**src/rtl/temp_bcd_display.sv**
```systemverilog
// Signed whole-degree Celsius to sign + four BCD digits, optional Fahrenheit, 2-cycle pipeline.
// Optional leading-zero blanking (digit code 4'hF) when TDISPLAY_BLANK_EN is defined.
module temp_bcd_display #(
  parameter int unsigned TW = 13
) (
  input  logic          clk,
  input  logic          rst,
  input  logic [TW-1:0] tc,
  input  logic          c_f,
  output logic [3:0]    thousands,
  output logic [3:0]    hundreds,
  output logic [3:0]    tens,
  output logic [3:0]    ones,
  output logic          sign
);

  localparam int unsigned IW = 17;
  localparam int unsigned MW = 13;

  logic signed [IW-1:0] tc_ext;
  logic signed [IW-1:0] f5;
  logic        [IW-1:0] abs_c;
  logic        [IW-1:0] abs_f;
  logic        [IW-1:0] div_f;
  logic        [MW-1:0] mag_d, mag_q;
  logic                 neg_d, neg_q;
  logic        [15:0]   bcd;
  logic        [3:0]    th_d, hu_d, te_d, on_d;
  logic        [3:0]    th_q, hu_q, te_q, on_q;
  logic                 sign_q;

  // Stage 1: unit conversion and magnitude/sign extraction
  always_comb begin
    tc_ext = signed'({{(IW-TW){tc[TW-1]}}, tc});
    f5     = signed'(IW'(9)) * tc_ext + signed'(IW'(160));
    abs_c  = tc_ext[IW-1] ? IW'(-tc_ext) : IW'(tc_ext);
    abs_f  = f5[IW-1] ? IW'(-f5) : IW'(f5);
    div_f  = (abs_f + IW'(2)) / IW'(5);
    if (c_f) begin
      mag_d = MW'(div_f);
      neg_d = f5[IW-1];
    end else begin
      mag_d = MW'(abs_c);
      neg_d = tc[TW-1];
    end
    if (mag_d == '0) neg_d = 1'b0;
  end

  // Stage 2: shift-add-3 binary to BCD
  always_comb begin
    bcd = '0;
    for (int i = MW - 1; i >= 0; i--) begin
      for (int d = 0; d < 4; d++) begin
        if (bcd[d*4 +: 4] >= 4'd5) bcd[d*4 +: 4] = bcd[d*4 +: 4] + 4'd3;
      end
      bcd = {bcd[14:0], mag_q[i]};
    end
    th_d = bcd[15:12];
    hu_d = bcd[11:8];
    te_d = bcd[7:4];
    on_d = bcd[3:0];
`ifdef TDISPLAY_BLANK_EN
    // Blank a digit only while every more-significant digit is also blank
    if (th_d == 4'd0) begin
      th_d = 4'hF;
      if (hu_d == 4'd0) begin
        hu_d = 4'hF;
        if (te_d == 4'd0) te_d = 4'hF;
      end
    end
`endif
  end

  always_ff @(posedge clk) begin
    if (rst) begin
      mag_q  <= '0;
      neg_q  <= 1'b0;
      th_q   <= 4'd0;
      hu_q   <= 4'd0;
      te_q   <= 4'd0;
      on_q   <= 4'd0;
      sign_q <= 1'b0;
    end else begin
      mag_q  <= mag_d;
      neg_q  <= neg_d;
      th_q   <= th_d;
      hu_q   <= hu_d;
      te_q   <= te_d;
      on_q   <= on_d;
      sign_q <= neg_q;
    end
  end

  assign thousands = th_q;
  assign hundreds  = hu_q;
  assign tens      = te_q;
  assign ones      = on_q;
  assign sign      = sign_q;

endmodule

```
**config.mk**
```make
export PLATFORM = sky130hd
export DESIGN_NAME = temp_bcd_display
export DESIGN_NICKNAME = d
export VERILOG_FILES = /design/src/rtl/temp_bcd_display.sv
export SDC_FILE = /design/constraint.sdc
export NUM_CORES = 1
export LEC_CHECK = 0
export BUFFER_PORTS_ARGS = -buffer_cell sky130_fd_sc_hd__buf_2
export CORE_UTILIZATION = 45
export CTS_BUF_LIST = sky130_fd_sc_hd__clkbuf_8
export DETAILED_ROUTE_END_ITERATION = 16
export RECOVER_POWER = 25
export SYNTH_ARGS = -nofsm -noshare
export SYNTH_HDL_FRONTEND = slang
export SYNTH_SLANG_ARGS = --single-unit
```
**constraint.sdc**
```tcl
create_clock -name clk -period 30.3 [get_ports clk]
set_input_delay 3.03 -clock clk [delete_from_list [all_inputs] [get_ports clk]]
set_output_delay 3.03 -clock clk [all_outputs]
set_load 0.01 [all_outputs]
```
; ---- Yosys cells after proc, flatten, opt, wreduce, memory -nomap -nowiden
; Cells that the tools add are included.
[totals]
regBits = 31
inputBits = 16
out_inout_bits = 17
wordCells = 85
[classes]
add_sub_neg = 26
mul = 1
div_mod_pow = 1
order_cmp = 22
mux = 26
n_reduce_logical = 2
[ops]
columns = cell, count
row1 = $mux 4, 21
row2 = $add 4x2->4 const B, 18
row3 = $ge 4x3->1 const B, 18
row4 = $mux 13, 2
row5 = $add 17x2->17 const B, 1
row6 = $add 17x9->17 const B, 1
row7 = $div 17x3->17 const B, 1
row8 = $mul 5x13->17 const A, 1
row9 = $mux 17, 1
row10 = $neg 17->17, 1
row11 = $logic_not 13->1, 1
row12 = $neg 13->13, 1
row13 = $add 3x2->4 const B, 3
row14 = $ge 3x3->1 const B, 4
row15 = $add 3x2->3 const B, 1
row16 = $mux 3, 1
row17 = $reduce_or 2->1, 1
row18 = $mux 1, 1

; ---- Logic depth before layout (Yosys ltp)
; Gate-level depths: netlist of run 1.
[depth]
word_depth = 20
mapped_depth = 65
depth_no_buf = 55

; ---- Least setup slack after synthesis of run 1
; No wires, ideal clock.
[synth_path]
path_kind = input to register
from = in tc[2]
to = reg neg_q
setup_ns = 0.120
t_arrival_ns = 16.499
required_time_ns = 30.180
slack_ns = 13.681
cell_stages = 57
path_buffers = 4
path_cell_list = inv_1 -> fa_1 -> inv_1 -> ha_1 -> ha_1 -> a211oi_2 -> o211ai_2 -> a31oi_4 -> xnor2_2 -> buf_6 -> mux2_2 -> ha_1 -> o21ai_1 -> nor3_1 -> or3_1 -> a2111oi_4 -> and3_1 -> a22o_1 -> [21 not listed] -> nor2_4 -> xnor3_1 -> a221oi_4 -> o221ai_2 -> buf_4 -> a32o_1 -> a21oi_2 -> mux2_4 -> xnor2_4 -> or3b_1 -> o211ai_1 -> inv_1 -> ha_1 -> a2111oi_0 -> o211a_1 -> o2111a_1 -> a31oi_1 -> o31a_1
[synth_between]
elab_chain_len = 9
elab_cells_between_ends = 12
cone_classes = add/sub (4) / mul (1) / div (1) / mux (4) / reduce/logical (2)
[synth_rtl]
columns = item, line
row1 = start: declaration, 8  ; input logic [TW-1:0] tc,
row2 = $mul 5x13->17, 35  ; f5 = signed'(IW'(9)) * tc_ext + signed'(IW'(160));
row3 = $add 17x9->17, 35
row4 = $neg 17->17, 37  ; abs_f = f5[IW-1] ? IW'(-f5) : IW'(f5);
row5 = $mux 17, 37
row6 = $add 17x2->17, 38  ; div_f = (abs_f + IW'(2)) / IW'(5);
row7 = $div 17x3->17, 38
row8 = $mux 13, 39  ; if (c_f) begin
row9 = $logic_not 13->1, 46  ; if (mag_d == '0) neg_d = 1'b0;
row10 = $reduce_or 2->1 (no line), --
row11 = end signal: assignment, 85  ; neg_q <= neg_d;
row12 = end: declaration, 26  ; logic neg_d, neg_q;
; Several ways; a longest one is shown, not always the timed one.
; A chain may end at the register's enable or synchronous reset.

; ---- Final worst setup path of run 1
[layout_path]
from = in tc[4]
to = reg neg_q
; Same word-level chain as after synthesis.

==> results.md, run 1 <==
- Status: finished, final reports clean
- Slew @ Worst Pin: roughly 1500 ps
- Hold-fix buffers at CTS: 0
- Mapped Cells: approximately 1500
- Resized cells post-CTS: 0
- Final Hold Viols: 0
- Number of CTS-inserted buffers: 5
- Fmax: 49.3 MHz
- Fraction of layout cells with a size suffix above 1: between 10% and 20%
- IO Pins: 33
- Min Tclk post-route: around 20000 ps
- Gpl congestion: 0.935
- CTS sink count: 31
- M2 GR Usage: around 42%
- Total track usage: roughly 25%
- Initial antenna violation count: 0
- Netlist Area Pre-Place: between 10000 and 15000 sq um
- Max Cap Violations: 0
- Critical path arrival: 20460 ps
- Clock Skew: 12.5 ps
- Most common cell after layout, fill and taps aside: nor2_1
- CP required: between 30000 and 40000 ps
- Final #Nets: between 1500 and 2000
- DP HPWL: approximately 24000 um
- Buffers & Inverters on Critical Path: 4
- Post-DR wirelength/cell: ~17 um
- Multiplexer share of the synthesized area: under 10%
- Slew headroom: 2.72%
- Chip height: roughly 160 um
- Largest net degree at the start of global routing: 36
- Setup violators final: 0
- Crit path max-delay family: compound AO/OA/AOI/OAI gates
- Post-Synth Simple-Gate Area: between 20% and 30%
- TritonRoute pass-1 iters: 5
- Max-slew violations: 0
- Initial DRC count: 1015
- Most used cell along the critical path: ha_1
- M3 GR Usage: 1.69%
- Synth cell types: 133
- Xor/xnor cell area share of the yosys netlist: 9.79%
- Top FF cell, synth: dfxtp_1
- Tightest Hold Check Type: reg -> reg
- CP max-delay cell: xnor2_2
- Post-synthesis register bit count: 31
- Die area: 24500 sq um
- GR Util met1: approximately a third
- Critical Path Max Stage Delay: ~590 ps
- Routed Antenna Nets: 0
- First-pass GRT wire length: ~50000 um
- Main combinational cell family by area after synthesis: compound AO/OA/AOI/OAI gates
- Most frequent cells in the layout: nor2_1, nand2_1, a21oi_1
- RSZ-0062 raised after global routing: false
- Fillers: approximately 2400
- Via count: approximately 11000
- Asr flop ratio synth: 0%
- Syn Area/Cell: ~7.4 sq um
- Width of the die: ~160 um
- GRT busiest layer: met2
- # port buffers: 32
- Setup bufs post-CTS: 0
- Critical Path End Type: flop
- Row count: 56
- Fin crit share: 67.0%
- Vias/cell: 6.18
- Global route overflow: 0
- Seq/Total Area, Yosys: under 10%
- Adder-cell share of the synthesized area: around 11%
- Initial core utilization: 45.8%
- Vias in the first global route: around 10000
- Mapped Nets: roughly 1600
- CORE AREA: 23500 sq um
- Root Driver: clkbuf_8
- EDFF count, synth: 0
- # DRC: 0
- Synth Warn #: 0
- Crit Path Class: in -> reg
- Routed wire length: ~30000 um
- Setup_tns: 0 ps
- Post-synthesis compound-gate area fraction: between 30% and 40%
- CTS tree: yes
- Worst-Skew Late Latency: 280 ps
- H-tree depth: 2
- Worst Path Max Fanout: 15
- Type of origin of the critical path: input pin
- Area Growth Syn to Fin: 3.66%
- Clock transition at path regs: 70 ps
- CTS Buffer Depth: 2
kinds of logic after synthesis:
group                      after synthesis
AOI/OAI and AO/OA                      462
xor gates and xnor gates               112
adders and majority gates               93
buffers and inverters                  117
DFF                                     31
muxes                                   61
and+or+nand+nor                        583
final timing paths:
path              startpoint     endpoint  slack, ps  cells past startpoint
setup / recovery       tc[4]        neg_q      10000                     54
hold / removal      mag_q[0]      ones[0]        440                      1
setup reg to reg   mag_q[11]  hundreds[2]      20730                     47
hold reg to reg     mag_q[0]      ones[0]        440                      1
cell usage after synthesis (all sizes together), types with 24 or more instances:
cell type    n  share of area (%)
xnor2       88                7.6
nand2b      28                1.7
dfxtp       31                5.8
nor2       145                5.2
inv         70                2.5
buf         35                2.4
nand2      117                4.2
a21oi       98                4.8
nor3        73                3.8
o21ai       84                4.1
ha          87                 10
mux2i       45                4.3
nand3       44                2.1
o211ai      24                2.0
final cells by class:
| class | instances | area [sq um] | area share [%] |
|---|---|---|---|
| clock inverter | 1 | 7.51 | 0.0674 |
| clock buffer | 7 | 96.3 | 0.865 |
| multi-input combinational | 1311 | 9540 | 85.7 |
| sequential | 31 | 621 | 5.57 |
| timing repair buffer | 39 | 199 | 1.79 |
| tap | 319 | 399 | 3.59 |
| inverter | 71 | 269 | 2.42 |
| antenna | 1 | 2.50 | 0.0225 |
per-stage QoR:
step                hold WS [ps]  setup slack (ps)  utilization, %  instance area [sq um]  std cells
floorplan                    414             13680               -                  10700       1459
global placement             453             10180            47.0                  11000       1771
detailed placement           428             10070            47.0                  11000       1771
CTS                          430             10260            47.5                  11100       1779
global route                 457              8670            47.4                  11100       1779
finish                       439             10000            47.4                  11100       1780
sequential cells by signal (all words and copies together), names as in the netlist:
register	flops
thousands	4
neg_q	1
mag_q	13
ones	4
hundreds	4
tens	4
sign	1
metal layers:
layer,wire [um],share of wire [%]
met2,14000,47
met5,0,0
met1,14300,48
met4,560,1.9
met3,1130,3.8
Power of run 1 is not shown: default switching activity piles up to over one toggle a cycle in this logic, so the estimate is an artifact.
==> run 2: changes to the inputs <==
clock period = 19.4 ns   (was 30.3 ns; I/O delays follow)
==> results.md, run 2 (synthesis gave the netlist of run 1 again) <==
- Gpl congestion: 0.961 (was 0.935)
- Fmax: 54.7 MHz
- Dpl cell area: 11100 sq um (was 11000 sq um)
- Root Driver: clkbuf_8 (unchanged)
- Final #Nets: 1577 (was 1566)
- Max Cap Violations: 1 (was 0)
- Area of the multi-input gates: 9590 sq um (was 9540 sq um)
- Type of origin of the critical path: input pin (unchanged)
- Vias in the first global route: 9923 (was 9960)
- CTS tree: yes (unchanged)
- CP required: 19560 ps (was 30460 ps)
- Critical path arrival: 18440 ps (was 20460 ps)
- Failing checks: max-capacitance violations, max-slew violations
- Most frequent cells in the layout: nor2_1, nand2_1, a21oi_1 (unchanged)
- First-pass GRT wire length: 49300 um (was 50200 um)
- Hold-fix buffers at CTS: 0 (unchanged)
- Initial DRC count: 967 (was 1015)
- Final Hold Viols: 0 (unchanged)
- Hold Path Cell Cnt: 1 (unchanged)
- Via count: 11107 (was 10996)
- Finished Layout Cells: 1790 (was 1780)
- Worst hold path startpoint: mag_q[0] (unchanged)
- # DRC: 0 (unchanged)
- Most common cell after layout, fill and taps aside: nor2_1 (unchanged)
- Row count: 56 (unchanged)
- Largest net degree at the start of global routing: 32 (was 36)
- Initial core utilization: 45.8% (unchanged)
- # diodes: 0 (was 1)
- R2r setup slk: 9880 ps (was 20730 ps)
- Die area: 24500 sq um (unchanged)
- CTS sink count: 31 (unchanged)
- Worst Path Max Fanout: 16 (was 15)
- Chip height: 156 um (unchanged)
- Max reg flops: 13 (unchanged)
- Vias/cell: 6.21 (was 6.18)
- Worst Hold End: ones[0] (unchanged)
- Tightest Hold Check Type: reg -> reg (unchanged)
- DP HPWL: 24100 um (was 24300 um)
- H-tree depth: 2 (unchanged)
- Setup violators final: 0 (unchanged)
- Dpl cells: 1779 (was 1771)
- R2R cell count: 47 (unchanged)
- Number of CTS-inserted buffers: 5 (unchanged)
- Clock transition at path regs: 70 ps (about the same)
- Slew @ Worst Pin: 1510 ps (was 1460 ps)
- Critical Path End Type: flop (unchanged)
- Max-slew violations: 31 (was 0)
- Post-DR wirelength/cell: 16.7 um (was 16.9 um)
- Routed Antenna Nets: 0 (unchanged)
- TritonRoute pass-1 iters: 6 (was 5)
- Fillers: 2372 (was 2405)
- Crit Path Class: in -> reg (unchanged)
- CTS Buffer Depth: 2 (unchanged)
- Fin crit share: approximately 94%
- Total track usage: 24.1% (was 24.7%)
- Worst-Skew Late Latency: 290 ps (was 280 ps)
- Initial antenna violation count: 0 (unchanged)
- Largest register by flop count: mag_q (unchanged)
- Global route overflow: 0 (unchanged)
- Fin util: 48.0% (was 47.4%)
- Setup_tns: 0 ps (unchanged)
- Width of the die: 156 um (unchanged)
- Reg area: 621 sq um (unchanged)
- Min Tclk post-route: around 18000 ps
- Reg2reg start: mag_q[11] (unchanged)
- Area Growth Syn to Fin: 5.01% (was 3.66%)
- Critical Path Max Stage Delay: 600 ps (was 590 ps)
- RR Endpoint: hundreds[2] (unchanged)
- Slew headroom: -0.361% (was 2.72%)
- # port buffers: 32 (unchanged)
- Most used cell along the critical path: ha_1 (unchanged)
- Fraction of layout cells with a size suffix above 1: 11.8% (was 11.0%)
- Final instance area: 11300 sq um (was 11100 sq um)
- IO Pins: 33 (unchanged)
- Status: complete, but fails checks (was finished, final reports clean)
- Routed wire length: 29900 um (was 30000 um)
- CORE AREA: 23500 sq um (unchanged)
- Clock Skew: 15.3 ps (was 12.5 ps)
- CP max-delay cell: nor3_1 (was xnor2_2)
==> run 2: changes by cell type in the layout (fill, tap and decap cells not counted), sizes merged <==
cell and change:
clkinvlp -1, bufinv +1, clkinv +1, clkbuf -1
diode -1, buf +11
==> run 2: worst max-delay path by stage <==
stage | slack, ps | end | startpoint | cells past startpoint
2_1_floorplan | 3870 | neg_q | tc[2] | 57
3_3_place_gp | 1130 | neg_q | tc[4] | 54
3_5_place_dp | 610 | neg_q | tc[4] | 54
4_1_cts | 860 | neg_q | tc[4] | 54
5_1_grt | -8 | neg_q | tc[2] | 53
6_report | 1120 | neg_q | tc[4] | 53
==> run 2: layout make-up <==
class / instances / area share (%)
timing repair buffer: 50 / 2.50
clock inverter: 2 / 0.311
inverter: 71 / 2.39
sequential: 31 / 5.50
clock buffer: 6 / 0.732
tap: 319 / 3.54
multi-input combinational: 1311 / 85.0
==> run 2: what timing repair did <==
| action | 4_1_cts | 5_1_grt |
|---|---|---|
| endpoints found under the setup margin | 0 | 2 |
| setup buffers | 0 | 3 |
| gates resized for setup | 0 | 6 |
==> run 2: worst max-delay path: cells and delay by family <==
kind,cells,cell delay [ps]
compound gates,24,7360
simple gates,10,3580
mux,5,1890
fa+ha+maj,5,1670
xor+xnor,5,1610
buf+inv,4,350
==> run 2: metrics by stage <==
| step | worst slack (ps) | hold slack, ps |
|---|---|---|
| finish | 1120 | 449 |
| global route | -8.36 | 455 |
| CTS | 856 | 448 |
| detailed placement | 608 | 452 |
| global placement | 1130 | 453 |
| floorplan | 3870 | 414 |
==> run 2: metal layers <==
layer / GRT usage (%) / wire, um
met4: 7.66 / 884
met1: 32.7 / 14000
met5: 0 / 0
met2: 40.0 / 13600
met3: 2.19 / 1490
Power of run 2 is left out for the same reason.
